### src/rtl/neo_pal_arb_pkg.sv
// neo_pal_arb_pkg
// Shared types and constants for the palette / memcard bus arbiter.
//   state_t   : access sequencer states
//   GC_*      : bus-switch codes packed as {G0, G1, DIR}
//   gcode_for : picks the bus-switch code for a latched access type
package neo_pal_arb_pkg;

  typedef enum logic [2:0] {
    S_IDLE,
    S_SETUP,
    S_PWR,
    S_PRD_A,
    S_PRD_C,
    S_MC,
    S_ACK,
    S_REL
  } state_t;

  // {G0, G1, DIR}; G0 and G1 are never low together, DIR=1 drives toward the 68k
  localparam logic [2:0] GC_IDLE   = 3'b111;
  localparam logic [2:0] GC_PAL_WR = 3'b100;
  localparam logic [2:0] GC_PAL_RD = 3'b101;
  localparam logic [2:0] GC_MC_WR  = 3'b010;
  localparam logic [2:0] GC_MC_RD  = 3'b011;

  // sel: 0=palette, 1=memcard; rw: 1=read, 0=write
  function automatic logic [2:0] gcode_for(input logic sel, input logic rw);
    if (sel) return rw ? GC_MC_RD : GC_MC_WR;
    else     return rw ? GC_PAL_RD : GC_PAL_WR;
  endfunction

endpackage

### src/rtl/neo_pal_arb.sv
// neo_pal_arb
// Sequences 68k palette / memcard accesses onto the G0/G1/DIR bus switch and
// shares the single-port palette RAM with the video fetch (video always wins).
// Ports:
//   CLK, RESET            : clock, synchronous active-high reset
//   CPU_REQ/RW/SEL/ADDR   : CPU access request, latched in IDLE
//   PAL_BANK              : palette bank, top bit of PAL_ADDR
//   CPU_ACK, CPU_RDATA    : one-cycle completion pulse, captured read data
//   G0, G1, DIR           : bus-switch control
//   PAL_ADDR, PAL_WE, PAL_Q : palette RAM (one-cycle read latency)
//   MC_ADDR, MC_WE, MC_Q  : memcard
//   PIX_CE, VID_ADDR, VID_DATA : video palette slot, index, fetched colour
module neo_pal_arb
  import neo_pal_arb_pkg::*;
#(
  parameter int MC_AW   = 11,
  parameter int MC_WAIT = 3
) (
  input  logic             CLK,
  input  logic             RESET,
  input  logic             CPU_REQ,
  input  logic             CPU_RW,
  input  logic             CPU_SEL,
  input  logic [11:0]      CPU_ADDR,
  input  logic             PAL_BANK,
  output logic             CPU_ACK,
  output logic [15:0]      CPU_RDATA,
  output logic             G0,
  output logic             G1,
  output logic             DIR,
  output logic [12:0]      PAL_ADDR,
  output logic             PAL_WE,
  input  logic [15:0]      PAL_Q,
  output logic [MC_AW-1:0] MC_ADDR,
  output logic             MC_WE,
  input  logic [15:0]      MC_Q,
  input  logic             PIX_CE,
  input  logic [11:0]      VID_ADDR,
  output logic [15:0]      VID_DATA
);

  state_t      state;
  state_t      state_nxt;
  logic        rw_reg;
  logic        sel_reg;
  logic [11:0] addr_reg;
  logic [3:0]  wait_cnt;
  logic        mc_last;
  logic        pix_ce_d;
  logic [2:0]  gcode;

  assign mc_last = (wait_cnt == 4'd1);

  // Video owns the RAM address whenever it has a slot
  assign PAL_ADDR = PIX_CE ? {PAL_BANK, VID_ADDR} : {PAL_BANK, addr_reg};

  assign {G0, G1, DIR} = gcode;

  // State register, request latch, memcard wait counter and data capture
  always_ff @(posedge CLK) begin
    if (RESET) begin
      state     <= S_IDLE;
      rw_reg    <= 1'b1;
      sel_reg   <= 1'b0;
      addr_reg  <= '0;
      wait_cnt  <= '0;
      pix_ce_d  <= 1'b0;
      CPU_RDATA <= '0;
      VID_DATA  <= '0;
      MC_ADDR   <= '0;
    end else begin
      state    <= state_nxt;
      pix_ce_d <= PIX_CE;

      // RAM answers one cycle after the video slot addressed it
      if (pix_ce_d) VID_DATA <= PAL_Q;

      if (state == S_IDLE && CPU_REQ) begin
        rw_reg   <= CPU_RW;
        sel_reg  <= CPU_SEL;
        addr_reg <= CPU_ADDR;
        if (CPU_SEL) MC_ADDR <= CPU_ADDR[MC_AW-1:0];
      end

      if (state == S_SETUP) wait_cnt <= 4'(MC_WAIT);
      else if (state == S_MC && wait_cnt != 4'd0) wait_cnt <= wait_cnt - 4'd1;

      // Captures are skipped for an abandoned request so CPU_RDATA keeps
      // the last acknowledged word
      if (CPU_REQ && state == S_PRD_C) CPU_RDATA <= PAL_Q;
      if (CPU_REQ && state == S_MC && rw_reg && mc_last) CPU_RDATA <= MC_Q;
    end
  end

  // Next state, strobes, acknowledge and bus-switch code
  always_comb begin
    state_nxt = state;
    PAL_WE    = 1'b0;
    MC_WE     = 1'b0;
    CPU_ACK   = 1'b0;
    gcode     = GC_IDLE;
    unique case (state)
      S_IDLE: begin
        if (CPU_REQ) state_nxt = S_SETUP;
      end
      S_SETUP: begin
        gcode = gcode_for(sel_reg, rw_reg);
        if (!CPU_REQ)     state_nxt = S_IDLE;
        else if (sel_reg) state_nxt = S_MC;
        else if (rw_reg)  state_nxt = S_PRD_A;
        else              state_nxt = S_PWR;
      end
      S_PWR: begin
        gcode  = gcode_for(sel_reg, rw_reg);
        // A strobe already in this cycle finishes even if the request drops
        PAL_WE = !PIX_CE;
        if (!CPU_REQ)     state_nxt = S_IDLE;
        else if (!PIX_CE) state_nxt = S_ACK;
      end
      S_PRD_A: begin
        gcode = gcode_for(sel_reg, rw_reg);
        if (!CPU_REQ)     state_nxt = S_IDLE;
        else if (!PIX_CE) state_nxt = S_PRD_C;
      end
      S_PRD_C: begin
        gcode     = gcode_for(sel_reg, rw_reg);
        state_nxt = CPU_REQ ? S_ACK : S_IDLE;
      end
      S_MC: begin
        gcode = gcode_for(sel_reg, rw_reg);
        MC_WE = !rw_reg;
        if (!CPU_REQ)     state_nxt = S_IDLE;
        else if (mc_last) state_nxt = S_ACK;
      end
      S_ACK: begin
        gcode     = gcode_for(sel_reg, rw_reg);
        CPU_ACK   = 1'b1;
        state_nxt = S_REL;
      end
      S_REL: begin
        // A request still held high must not restart an access
        if (!CPU_REQ) state_nxt = S_IDLE;
      end
      default: state_nxt = S_IDLE;
    endcase
  end

endmodule

### config.mk
export PLATFORM = sky130hd
export DESIGN_NAME = neo_pal_arb
export DESIGN_NICKNAME = d
export VERILOG_FILES = /design/src/rtl/neo_pal_arb_pkg.sv /design/src/rtl/neo_pal_arb.sv
export SDC_FILE = /design/constraint.sdc
export NUM_CORES = 1
export LEC_CHECK = 0
export ABC_AREA = 1
export CORE_ASPECT_RATIO = 0.5
export CORE_MARGIN = 1
export CORE_UTILIZATION = 31
export CTS_BUF_LIST = sky130_fd_sc_hd__clkbuf_4
export DETAILED_ROUTE_END_ITERATION = 8
export PLACE_DENSITY_LB_ADDON = 0.15
export SYNTH_ARGS = -nofsm -noshare
export SYNTH_HDL_FRONTEND = slang
export SYNTH_SLANG_ARGS = --single-unit
export TNS_END_PERCENT = 50
### constraint.sdc
create_clock -name CLK -period 1.4 [get_ports CLK]
set_input_delay 0.28 -clock CLK [delete_from_list [all_inputs] [get_ports CLK]]
set_output_delay 0.28 -clock CLK [all_outputs]
set_load 0.1 [all_outputs]
Word-level counts from Yosys, hierarchy flattened
Index checks and enable logic that the tools add are counted.
{"block": "word_totals", "ff_bits": 65, "wordCells": 64}
{"block": "classes", "addsub": 1, "n_eq_ne": 13, "muxes": 24, "n_reduce_logical": 16}
{"operator": "$mux 3", "n": 13}
{"operator": "$mux 16", "n": 2}
{"operator": "$pmux 3 s8", "n": 1}
{"operator": "$eq 3x3->1 const B", "n": 4}
{"operator": "$mux 12", "n": 1}
{"operator": "$ne 3x3->1 const B", "n": 3}
{"operator": "$eq 3x2->1 const B", "n": 2}
{"operator": "$logic_and 1x1->1", "n": 6}
{"operator": "$reduce_or 6->1", "n": 1}
{"operator": "$mux 1", "n": 5}
{"operator": "$reduce_and 5->1", "n": 1}
{"operator": "$eq 4x1->1 const B", "n": 1}
{"operator": "$mux 2", "n": 2}
{"operator": "$ne 2x2->1 const B", "n": 2}
{"operator": "$reduce_bool 2->1", "n": 2}
{"operator": "$reduce_bool 4->1", "n": 1}
{"operator": "$sub 4x1->4 const B", "n": 1}
{"operator": "$eq 3x1->1 const B", "n": 1}
{"operator": "$logic_not 3->1", "n": 1}
{"operator": "$logic_not 1->1", "n": 2}
{"operator": "$reduce_and 2->1", "n": 1}
{"operator": "$reduce_or 2->1", "n": 1}

Logic depth before layout (Yosys ltp)
Gate-level depths: netlist of run 1.
{"block": "depth", "word_depth": 5, "ltp_mapped": 10}

Least setup slack after synthesis of run 1
OpenSTA, ideal clock, no wires.
{"block": "synth_path", "kind": "input port to output port", "start": "input port PIX_CE", "end": "output port PAL_ADDR[10]", "arrival_ns": 2.752, "t_required_ns": 1.120, "setup_slack_ns": -1.632, "path_stages": 3, "path_buffers": 2, "cell_sequence": "clkbuf_1 clkbuf_1 o21ai_0"}
{"block": "synth_via", "elab_chain_len": 1}
{"element": "start: declaration", "line_no": "neo_pal_arb.sv:37", "source": "input logic PIX_CE,"}
{"element": "$mux 12", "line_no": "neo_pal_arb.sv:55", "source": "assign PAL_ADDR = PIX_CE ? {PAL_BANK, VID_ADDR} : {PAL_BANK, addr_reg};"}
{"element": "end: declaration", "line_no": "neo_pal_arb.sv:31", "source": "output logic [12:0] PAL_ADDR,"}
No other way between the ends.

Final worst setup path of run 1
{"block": "layout_path", "start": "register state[0]", "end": "output port CPU_ACK"}
{"block": "layout_via", "elab_chain_len": 2}
{"element": "start: declaration", "line_no": "neo_pal_arb.sv:42", "source": "state_t state;"}
{"element": "start signal: assignment", "line_no": "neo_pal_arb.sv:72", "source": "state <= state_nxt;"}
{"element": "$eq 3x3->1", "line_no": "neo_pal_arb.sv:102", "source": "unique case (state)"}
{"element": "$mux 1", "line_no": "neo_pal_arb.sv:102"}
{"element": "end: declaration", "line_no": "neo_pal_arb.sv:26", "source": "output logic CPU_ACK,"}
No other way between the ends.

==> results.toml, run 1 <==
[outcome]
outcome = "complete, but fails checks"
violations = "negative setup slack"

[sta]
skew_ps = 16.1
final_max_slew_viol_count = 0
fin_crit_sh_pct = 135
setup_viol = 43
relSlewSlack_pct = 63.5
finalCriticalPeriod_ps = 1890
fin_ws_ps = -495
rsz0062_at_grt = "true"
worst_pin_slew_ps = 547
fmax_ghz = 0.528
hold_viol_final = 0
fin_hold_ws_ps = 352

[clocking]
clkSinkCount = 65
root_buffer = "clkbuf_4"
path_clk_slew_ps = 100
htree_levels = 3
numCtsBuffers = 9
postCtsHoldBufs = 0
clk_path_buf_depth = 2
clkLatencyLatePin_ps = 420
cts_tree = "yes"

[power_and_ir_drop]
design_power_total_mw = 7.60
irDropWorstVdd_v = 0.000570
p_leak_nw = 2.71
power_density_nw_per_um2 = 1230

[yosys]
yosys.area_share.simple_pct = 29.0
syn_area_per_cell_um2 = 6.91
synth_compound_area_share_pct = 15.3
seq_area_frac_synth_pct = 43.4
yosysUniqueCellTypes = 19
synth_adder_area_share_pct = 2.92
synth_top_family_by_area = "simple AND/OR/NAND/NOR gates"
synth-seq-cells = 65
synthCells = 434
syn-num-nets = 504
yosysWarnings = 0
muxShareOfSynthArea_pct = 0
synth_xor_area_share_pct = 0.292
synthesis.area_um2 = 3000

[placement]
numPortBuffers = 122
dpl_worst_slack_ps = -220
dp_cells = 698
gp_congestion = 0.919
hpwlAfterDp_um = 6950

[layout]
fin_nets = 667
drive_gt1_share_pct = 40.0
area_growth_pct = 106
nFillCells = 710
diodes = 0
final_core_util_pct = 68.3
fin_cells = 732

[drt]
routed_wl_um = 10100
dr.pass1.iters = 4
wl_per_cell_um = 13.8
drcViolationCount = 0
vias = 3423
ant_nets = 0
via_per_inst = 4.68
drt_iter0_drc = 103

[worst_setup_path]
worstPathMaxFanout = 3
worstSetupPathType = "reg -> out"
end_kind = "output pin"
cp_data_arrival_time_ps = 1610
cp-start-kind = "flip-flop"
crit_required_ps = 1120

[die]
die_y_um = 71.6
die_w_um = 141
core_um2 = 9040
initial_core_util_pct = 33.2
die_area_um2 = 10100
ios = 125
row_count = 24

[global_routing]
grt_max_degree = 35
grt_pass1_wl_um = 15600
first_global_vias = 3177
overflow = 0
grt_antenna_before_repair = 0
track_usage_pct = 19.9

[job]
cap_violations = 0

[worst_hold_path]
hold_path_class = "in -> reg"
[worst max-delay path, stage by stage, from the launching register on]
cell and delay, ps:
dfxtp_4 400, inv_4 50, buf_6 110, ha_4 170, buf_6 120, nand2_4 60
clkinvlp_4 110, buf_12 180
[timing repair]
| item | CTS | global route |
|---|---|---|
| cloned | 0 | 5 |
| endpoints found under the setup margin | 65 | 65 |
| setup buffers | 8 | 5 |
| pin swaps | 17 | 30 |
| gates resized for setup | 55 | 63 |
| hold endpoints to repair | 0 | 0 |
[power breakdown]
part           internal (mW)  leakage (nW)  total (mW)  switching, mW
registers               2.07         0.538        2.25          0.179
clock network          0.761        0.0831        1.47          0.709
logic                   1.61          2.09        3.88           2.27
total                   4.45          2.71        7.60           3.16
[layout make-up]
type / instances / area, um^2 / area share (%)
timing repair buffer: 178 / 2460 / 39.8
multi-input combinational: 310 / 1920 / 31.1
sequential: 65 / 1320 / 21.5
tap: 130 / 163 / 2.64
inverter: 33 / 143 / 2.31
clock buffer: 11 / 82.6 / 1.34
clock inverter: 5 / 80.1 / 1.30
[stage by stage]
step,area (um^2),TNS (ps)
2_1_floorplan,3310,-1490
3_3_place_gp,5450,-6460
3_5_place_dp,5450,-7370
4_1_cts,5840,-5040
5_1_grt,6170,-12710
6_report,6170,-8560
[cells by family (layout without fill, tap and decap cells)]
group	Yosys count	count (layout)
compound gates	91	91
xor+xnor	1	1
fa+ha+maj	7	7
buf+inv	59	227
flops	65	65
simple gates	211	211
[placed cells by master, fill, tap and decap left out, types with 5 or more instances in the layout]
| cell | Yosys | layout |
|---|---|---|
| a21oi_1 | 30 | 25 |
| nor2_1 | 81 | 67 |
| nand3_1 | 34 | 16 |
| inv_1 | 32 | 16 |
| buf_12 | 0 | 68 |
| clkdlybuf4s50_1 | 0 | 60 |
| dfxtp_2 | 0 | 12 |
| o21ai_4 | 0 | 12 |
| clkbuf_4 | 0 | 11 |
| inv_2 | 1 | 11 |
| dfxtp_1 | 65 | 51 |
| buf_4 | 4 | 32 |
| a21oi_2 | 0 | 5 |
| nor2_4 | 2 | 7 |
| nand2_2 | 0 | 8 |
| o21ai_0 | 60 | 37 |
| nand2_1 | 91 | 72 |
| buf_6 | 4 | 12 |
| o21ai_1 | 0 | 11 |
| nor2_2 | 0 | 9 |
| nand2_4 | 0 | 7 |
| nand3_2 | 0 | 18 |
[per-layer routing]
metal	share of wire, %	global-route usage [%]	wire [um]
met1	43	23.9	4360
met2	47	32.6	4780
met3	8.6	8.49	866
met4	1.0	6.16	102
met5	0	0	0
[cell usage after synthesis]
cell       n  area [um^2]
nor3b_1    1         7.51
a21oi_1   30          150
ha_1       7         87.6
buf_6      4         45.0
nor2_4     2         22.5
clkbuf_1  13         48.8
nand3b_4   1         20.0
o211ai_1   1         7.51
nor3_1     1         5.00
dfxtp_1   65         1300
buf_2      5         25.0
inv_2      1         3.75
nor2_1    81          304
nand2_1   91          342
o21ai_0   60          300
nand3_1   34          170
buf_4      4         30.0
xor2_1     1         8.76
inv_1     32          120
[worst paths after layout]
| kind | slack, ps | depth (start not counted) | start | endpoint |
|---|---|---|---|---|
| max | -490 | 7 | state[0]$_SDFFE_PP0P_ | CPU_ACK |
| min | 350 | 4 | PIX_CE | pix_ce_d$_SDFF_PP0_ |
| max reg2reg | -420 | 13 | state[0]$_SDFFE_PP0P_ | state[2]$_SDFFE_PP0P_ |
| min reg2reg | 470 | 2 | wait_cnt[3]$_SDFFE_PP0P_ | wait_cnt[3]$_SDFFE_PP0P_ |
(Power assumes the default switching activity.)
==> inputs of run 2 (changes only) <==
--- a/config.mk
+++ b/config.mk
@@ -10,8 +10,11 @@
 export CORE_MARGIN = 1
 export CORE_UTILIZATION = 31
 export CTS_BUF_LIST = sky130_fd_sc_hd__clkbuf_4
+export CTS_CLUSTER_SIZE = 10
 export DETAILED_ROUTE_END_ITERATION = 8
 export PLACE_DENSITY_LB_ADDON = 0.15
+export RECOVER_POWER = 25
+export SETUP_SLACK_MARGIN = 0.3
 export SYNTH_ARGS = -nofsm -noshare
 export SYNTH_HDL_FRONTEND = slang
 export SYNTH_SLANG_ARGS = --single-unit
==> run 2 against run 1 <==
- critical path type unchanged
- the flow still finishes with violations (negative setup slack)
- total power increased by 7.9%
- largest power group unchanged
- first-iteration DRC count increased by 17%
- sequential share of layout area decreased by 0.57 points
- clock power increased by 14%
- utilization increased by 5.9 points
- global-route usage increased by 1.8 points
- sequential cell count unchanged
- design area increased by 8.6%
- cell count increased by 1.6%
- largest cell class unchanged
- critical path depth unchanged
- worst hold slack improved by 39 ps
==> results.toml, run 2 (synthesized netlist as in run 1, its figures left out) <==
[die]
die_area_um2 = 10100
row_count = 24
core_um2 = 9040
ios = 125
die_y_um = 71.6
die_w_um = 141
initial_core_util_pct = 33.2

[clocking]
clkSinkCount = 65
path_clk_slew_ps = 120
htree_levels = 3
root_buffer = "clkbuf_4"
clk_path_buf_depth = 2
numCtsBuffers = 9
clkLatencyLatePin_ps = 450
cts_tree = "yes"

[layout]
nFillCells = 654
final_common_cell = "buf_12"
area_growth_pct = 123
fin_nets = 679
drive_gt1_share_pct = 56.7
diodes = 0
final_cell_mix = "69 x buf_12, 63 x nand2_1, 61 x nor2_1, 60 x clkdlybuf4s50_1, 48 x dfxtp_2"
fin_cells = 744
final_area_um2 = 6700
final_core_util_pct = 74.1

[global_routing]
use_met3_pct = 8.89
grt_antenna_before_repair = 0
grt_util_met2_pct = 35.5
track_usage_pct = 21.8
overflow = 0
grt_max_degree = 26
busiest_layer = "met2"
first_global_vias = 3325
use_met1_pct = 26.3
grt_pass1_wl_um = 16700

[job]
cap_violations = 0

[placement]
post_dp_cell_area_um2 = 5460
dp_cells = 697
hpwlAfterDp_um = 6920
gp_congestion = 0.896
numPortBuffers = 122

[drt]
ant_nets = 0
wl_per_cell_um = 14.6
vias = 3511
dr.pass1.iters = 4
drt_iter0_drc = 121
via_per_inst = 4.72
routed_wl_um = 10900
drcViolationCount = 0

[worst_hold_path]
hold_path_class = "in -> reg"
whs_path_depth = 3

[sta]
setup_viol = 45
relSlewSlack_pct = 59.6
hold_viol_final = 0
fmax_ghz = 0.529
fin_crit_sh_pct = 135
worst_pin_slew_ps = 603
fin_ws_ps = -490
rsz0062_at_grt = "true"
skew_ps = 20.9
final_max_slew_viol_count = 0
finalCriticalPeriod_ps = 1890

[power_and_ir_drop]
p_leak_nw = 2.83
irDropWorstVdd_v = 0.000546
power_density_nw_per_um2 = 1220

[worst_setup_path]
cp-start-kind = "flip-flop"
crit_chain = "inv_4 -> buf_6 -> ha_4 -> buf_6 -> nand2_4 -> clkinvlp_4 -> buf_12"
slowest_delay_ps = 390
worstSetupPathType = "reg -> out"
cp_data_arrival_time_ps = 1610
reg2reg_depth = 12
end_kind = "output pin"
crit_required_ps = 1120
worstPathMaxFanout = 3
worst_path_max_delay_cell = "dfxtp_4"
cp_common_cell = "buf_6"

[outcome]
outcome = "complete, but fails checks"
violations = "negative setup slack"
## run 2: cell count changes in the layout (fill, tap and decap cells not counted), moves of 6 or more
cell,before,now
a21oi_1,25,6
a21oi_2,5,24
buf_4,32,39
dfxtp_1,51,7
dfxtp_2,12,48
dfxtp_4,2,10
nand2_1,72,63
nand2_4,7,13
nor2_1,67,61
nor2_4,7,14
o21ai_1,11,2
o21ai_2,0,9
## run 2: path summary, 6_finish.rpt
check,startpoint,endpoint,slack (ps)
worst max-delay path,state[0]$_SDFFE_PP0P_,CPU_ACK,-490
worst min-delay path,MC_Q[7],CPU_RDATA[7]$_SDFFE_PP0P_,390
worst max register to register,state[1]$_SDFFE_PP0P_,CPU_RDATA[3]$_SDFFE_PP0P_,-290
worst min register to register,wait_cnt[3]$_SDFFE_PP0P_,wait_cnt[3]$_SDFFE_PP0P_,480
## run 2: worst max-delay path: cells and delay by family (launching register included)
family                     cells  cell delay [ps]
and+or+nand+nor                1               60
DFF                            1              390
buffers and inverters          5              550
adders and majority gates      1              150
## run 2: where the power goes
| group | internal (mW) | leakage, nW | switching, mW |
|---|---|---|---|
| Sequential | 2.09 | 0.559 | 0.194 |
| Combinational | 1.80 | 2.18 | 2.45 |
| Clock | 0.901 | 0.0921 | 0.771 |
| Total | 4.79 | 2.83 | 3.41 |
## run 2: layout make-up
| cell class | instances | area (um^2) | area share [%] |
|---|---|---|---|
| Clock buffer | 9 | 67.6 | 1.01 |
| Multi-Input combinational cell | 310 | 2190 | 32.7 |
| Timing Repair Buffer | 190 | 2610 | 39.0 |
| Tap cell | 130 | 163 | 2.43 |
| Clock inverter | 7 | 119 | 1.77 |
| Inverter | 33 | 149 | 2.22 |
| Sequential cell | 65 | 1400 | 20.9 |
## run 2: metrics by stage
step                      setup slack [ps]  setup TNS (ps)  power, mW  hold WS [ps]
after floorplan                       -150            -967       4.41           410
after global placement                -250           -9580       5.59           453
after detailed placement              -273          -10520       5.62           462
after CTS                             -508           -7610       7.82           367
after global routing                  -572          -11810       8.59           384
final                                 -490           -8160       8.21           391
## run 2: routing by layer
layer / vias to the layer above / wire [um]
li1: 1758 / -
met1: 1643 / 4700
met2: 100 / 5240
met3: 10 / 812
met4: 0 / 119
met5: - / 0
## run 2: repair_timing
action | 4_1_cts | 5_1_grt
cloned | 4 | 3
setup endpoints to repair | 109 | 110
pin swaps | 41 | 44
buffers inserted | 18 | 6
gates resized for setup | 148 | 86
hold buffers | 0 | 0
==> inputs of run 3 (changes only) <==
--- a/config.mk
+++ b/config.mk
@@ -12,9 +12,11 @@
 export CTS_BUF_LIST = sky130_fd_sc_hd__clkbuf_4
 export CTS_CLUSTER_SIZE = 10
 export DETAILED_ROUTE_END_ITERATION = 8
+export MAX_ROUTING_LAYER = met4
 export PLACE_DENSITY_LB_ADDON = 0.15
 export RECOVER_POWER = 25
 export SETUP_SLACK_MARGIN = 0.3
+export SLEW_MARGIN = 40
 export SYNTH_ARGS = -nofsm -noshare
 export SYNTH_HDL_FRONTEND = slang
 export SYNTH_SLANG_ARGS = --single-unit
==> run 3 against run 2 <==
- the run still ends with negative setup slack left
- design area fell by 11%
- wire length fell by 11%
- non-clock buffer count fell by 10
- largest cell class unchanged
==> results.toml, run 3 (synthesized netlist as in run 1, its figures left out) <==
[outcome]
outcome = "complete, but fails checks"
violations = "negative setup slack"

[sta]
setup_viol = 40
rsz0062_at_grt = "true"
finalCriticalPeriod_ps = 1870
worst_pin_slew_ps = 811
fin_crit_sh_pct = 134
fmax_ghz = 0.534
skew_ps = 14.0
hold_viol_final = 0
fin_ws_ps = -474
relSlewSlack_pct = 45.9
final_max_slew_viol_count = 0

[worst_hold_path]
whs_endpoint = "CPU_RDATA[15]$_SDFFE_PP0P_"
hold_path_class = "in -> reg"
min_from = "MC_Q[15]"
whs_path_depth = 3

[placement]
dpl_worst_slack_ps = -287
numPortBuffers = 122
dp_cells = 696
hpwlAfterDp_um = 6840
gp_congestion = 0.948

[worst_setup_path]
r2r-end = "state[0]$_SDFFE_PP0P_"
worstSetupPathType = "reg -> out"
cp-start-kind = "flip-flop"
worstPathMaxFanout = 4
crit_chain = "ha_4 -> inv_4 -> nor2_4 -> nor2_4 -> nand2_8 -> nand2_8 -> buf_12"
timing.critical_path.buf_inv = 2
slowest_delay_ps = 390
cp_data_arrival_time_ps = 1590
reg2reg_depth = 11
r2r_setup_slack_ps = -160
end_kind = "output pin"
worst_path_max_delay_cell = "dfxtp_4"
r2r-start = "state[0]$_SDFFE_PP0P_"
crit_required_ps = 1120
critical-path-top-delay-family = "simple AND/OR/NAND/NOR gates"

[die]
die_w_um = 141
die_y_um = 71.6
initial_core_util_pct = 33.2
ios = 125
core_um2 = 9040
die_area_um2 = 10100
row_count = 24

[power_and_ir_drop]
power_density_nw_per_um2 = 1180
design_power_total_mw = 7.07
p_leak_nw = 2.63
irDropWorstVdd_v = 0.000590

[global_routing]
overflow = 0
grt_pass1_wl_um = 15500
grt_antenna_before_repair = 0
first_global_vias = 3250
grt_max_degree = 33
track_usage_pct = 20.6

[drt]
vias = 3379
drt_iter0_drc = 136
drcViolationCount = 0
wl_per_cell_um = 13.3
ant_nets = 0
routed_wl_um = 9720
via_per_inst = 4.62
dr.pass1.iters = 5

[clocking]
clkSinkCount = 65
clk_path_buf_depth = 2
numCtsBuffers = 9
postCtsHoldBufs = 0
path_clk_slew_ps = 110
clkLatencyLatePin_ps = 410
root_buffer = "clkbuf_4"
cts_tree = "yes"
htree_levels = 3

[layout]
area_growth_pct = 99.7
final_cell_mix = "76 x nand2_1, 72 x nor2_1, 66 x buf_12, 60 x clkdlybuf4s50_1, 46 x dfxtp_2"
diodes = 0
fin_nets = 669
nFillCells = 720
drive_gt1_share_pct = 43.9
fin_cells = 732
final_common_cell = "nand2_1"

[job]
cap_violations = 0
[run 3: cell types whose count changed in the layout (fill, tap and decap cells not counted), sizes merged]
cell and change:
clkinv +1, bufinv -3, buf -8, clkinvlp -1, clkbuf -1
[run 3: worst max path at each step]
stage	from	end	slack [ps]	cells past startpoint
global route	state[1]$_SDFFE_PP0P_	DIR	-570	7
global placement	CPU_REQ	CPU_RDATA[4]$_SDFFE_PP0P_	-210	7
floorplan	state[0]$_SDFFE_PP0P_	state[2]$_SDFFE_PP0P_	-150	8
detailed placement	CPU_REQ	state[0]$_SDFFE_PP0P_	-290	9
CTS	state[0]$_SDFFE_PP0P_	CPU_ACK	-490	7
finish	state[1]$_SDFFE_PP0P_	G0	-470	7
[run 3: timing repair]
item / in CTS / in global routing
endpoints found under the setup margin: 109 / 115
setup buffers: 17 / 5
gates resized for setup: 90 / 25
pin swaps: 29 / 10
[run 3: area by class of cell]
cell class	count	area [um^2]	share of cell area [%]
clock buffer	10	75.1	1.25
clock inverter	4	22.5	0.376
inverter	33	139	2.32
multi-input combinational	310	1860	31.1
sequential	65	1370	22.9
tap	130	163	2.72
timing repair buffer	180	2350	39.3
[run 3: stage by stage]
stage	setup TNS [ps]	cell area [um^2]	utilization (%)	hold slack, ps
floorplan	-967	3350	-	410
global placement	-8120	5450	60.3	453
detailed placement	-9170	5450	60.3	466
CTS	-3700	5880	65.1	391
global route	-10570	5990	66.3	413
finish	-6050	5990	66.3	421
[run 3: worst min-delay path, cell delays in order]
cell and delay (ps):
clkdlybuf4s50_1 390, nor2_1 100, nor2_1 50
[run 3: report_power, final]
part	leakage [nW]	switching, mW	internal (mW)	total, mW
clock	0.0579	0.665	0.357	1.02
sequential	0.554	0.185	2.08	2.27
combinational	2.02	2.21	1.57	3.78
[run 3: per-layer routing]
| metal | GRT usage, % | part of all wire [%] | vias up |
|---|---|---|---|
| li1 | - | - | 1721 |
| met3 | 7.75 | 8.5 | 8 |
| met4 | 5.43 | 0.91 | 0 |
| met1 | 23.9 | 45 | 1521 |
| met2 | 33.8 | 46 | 129 |
| met5 | - | 0 | - |
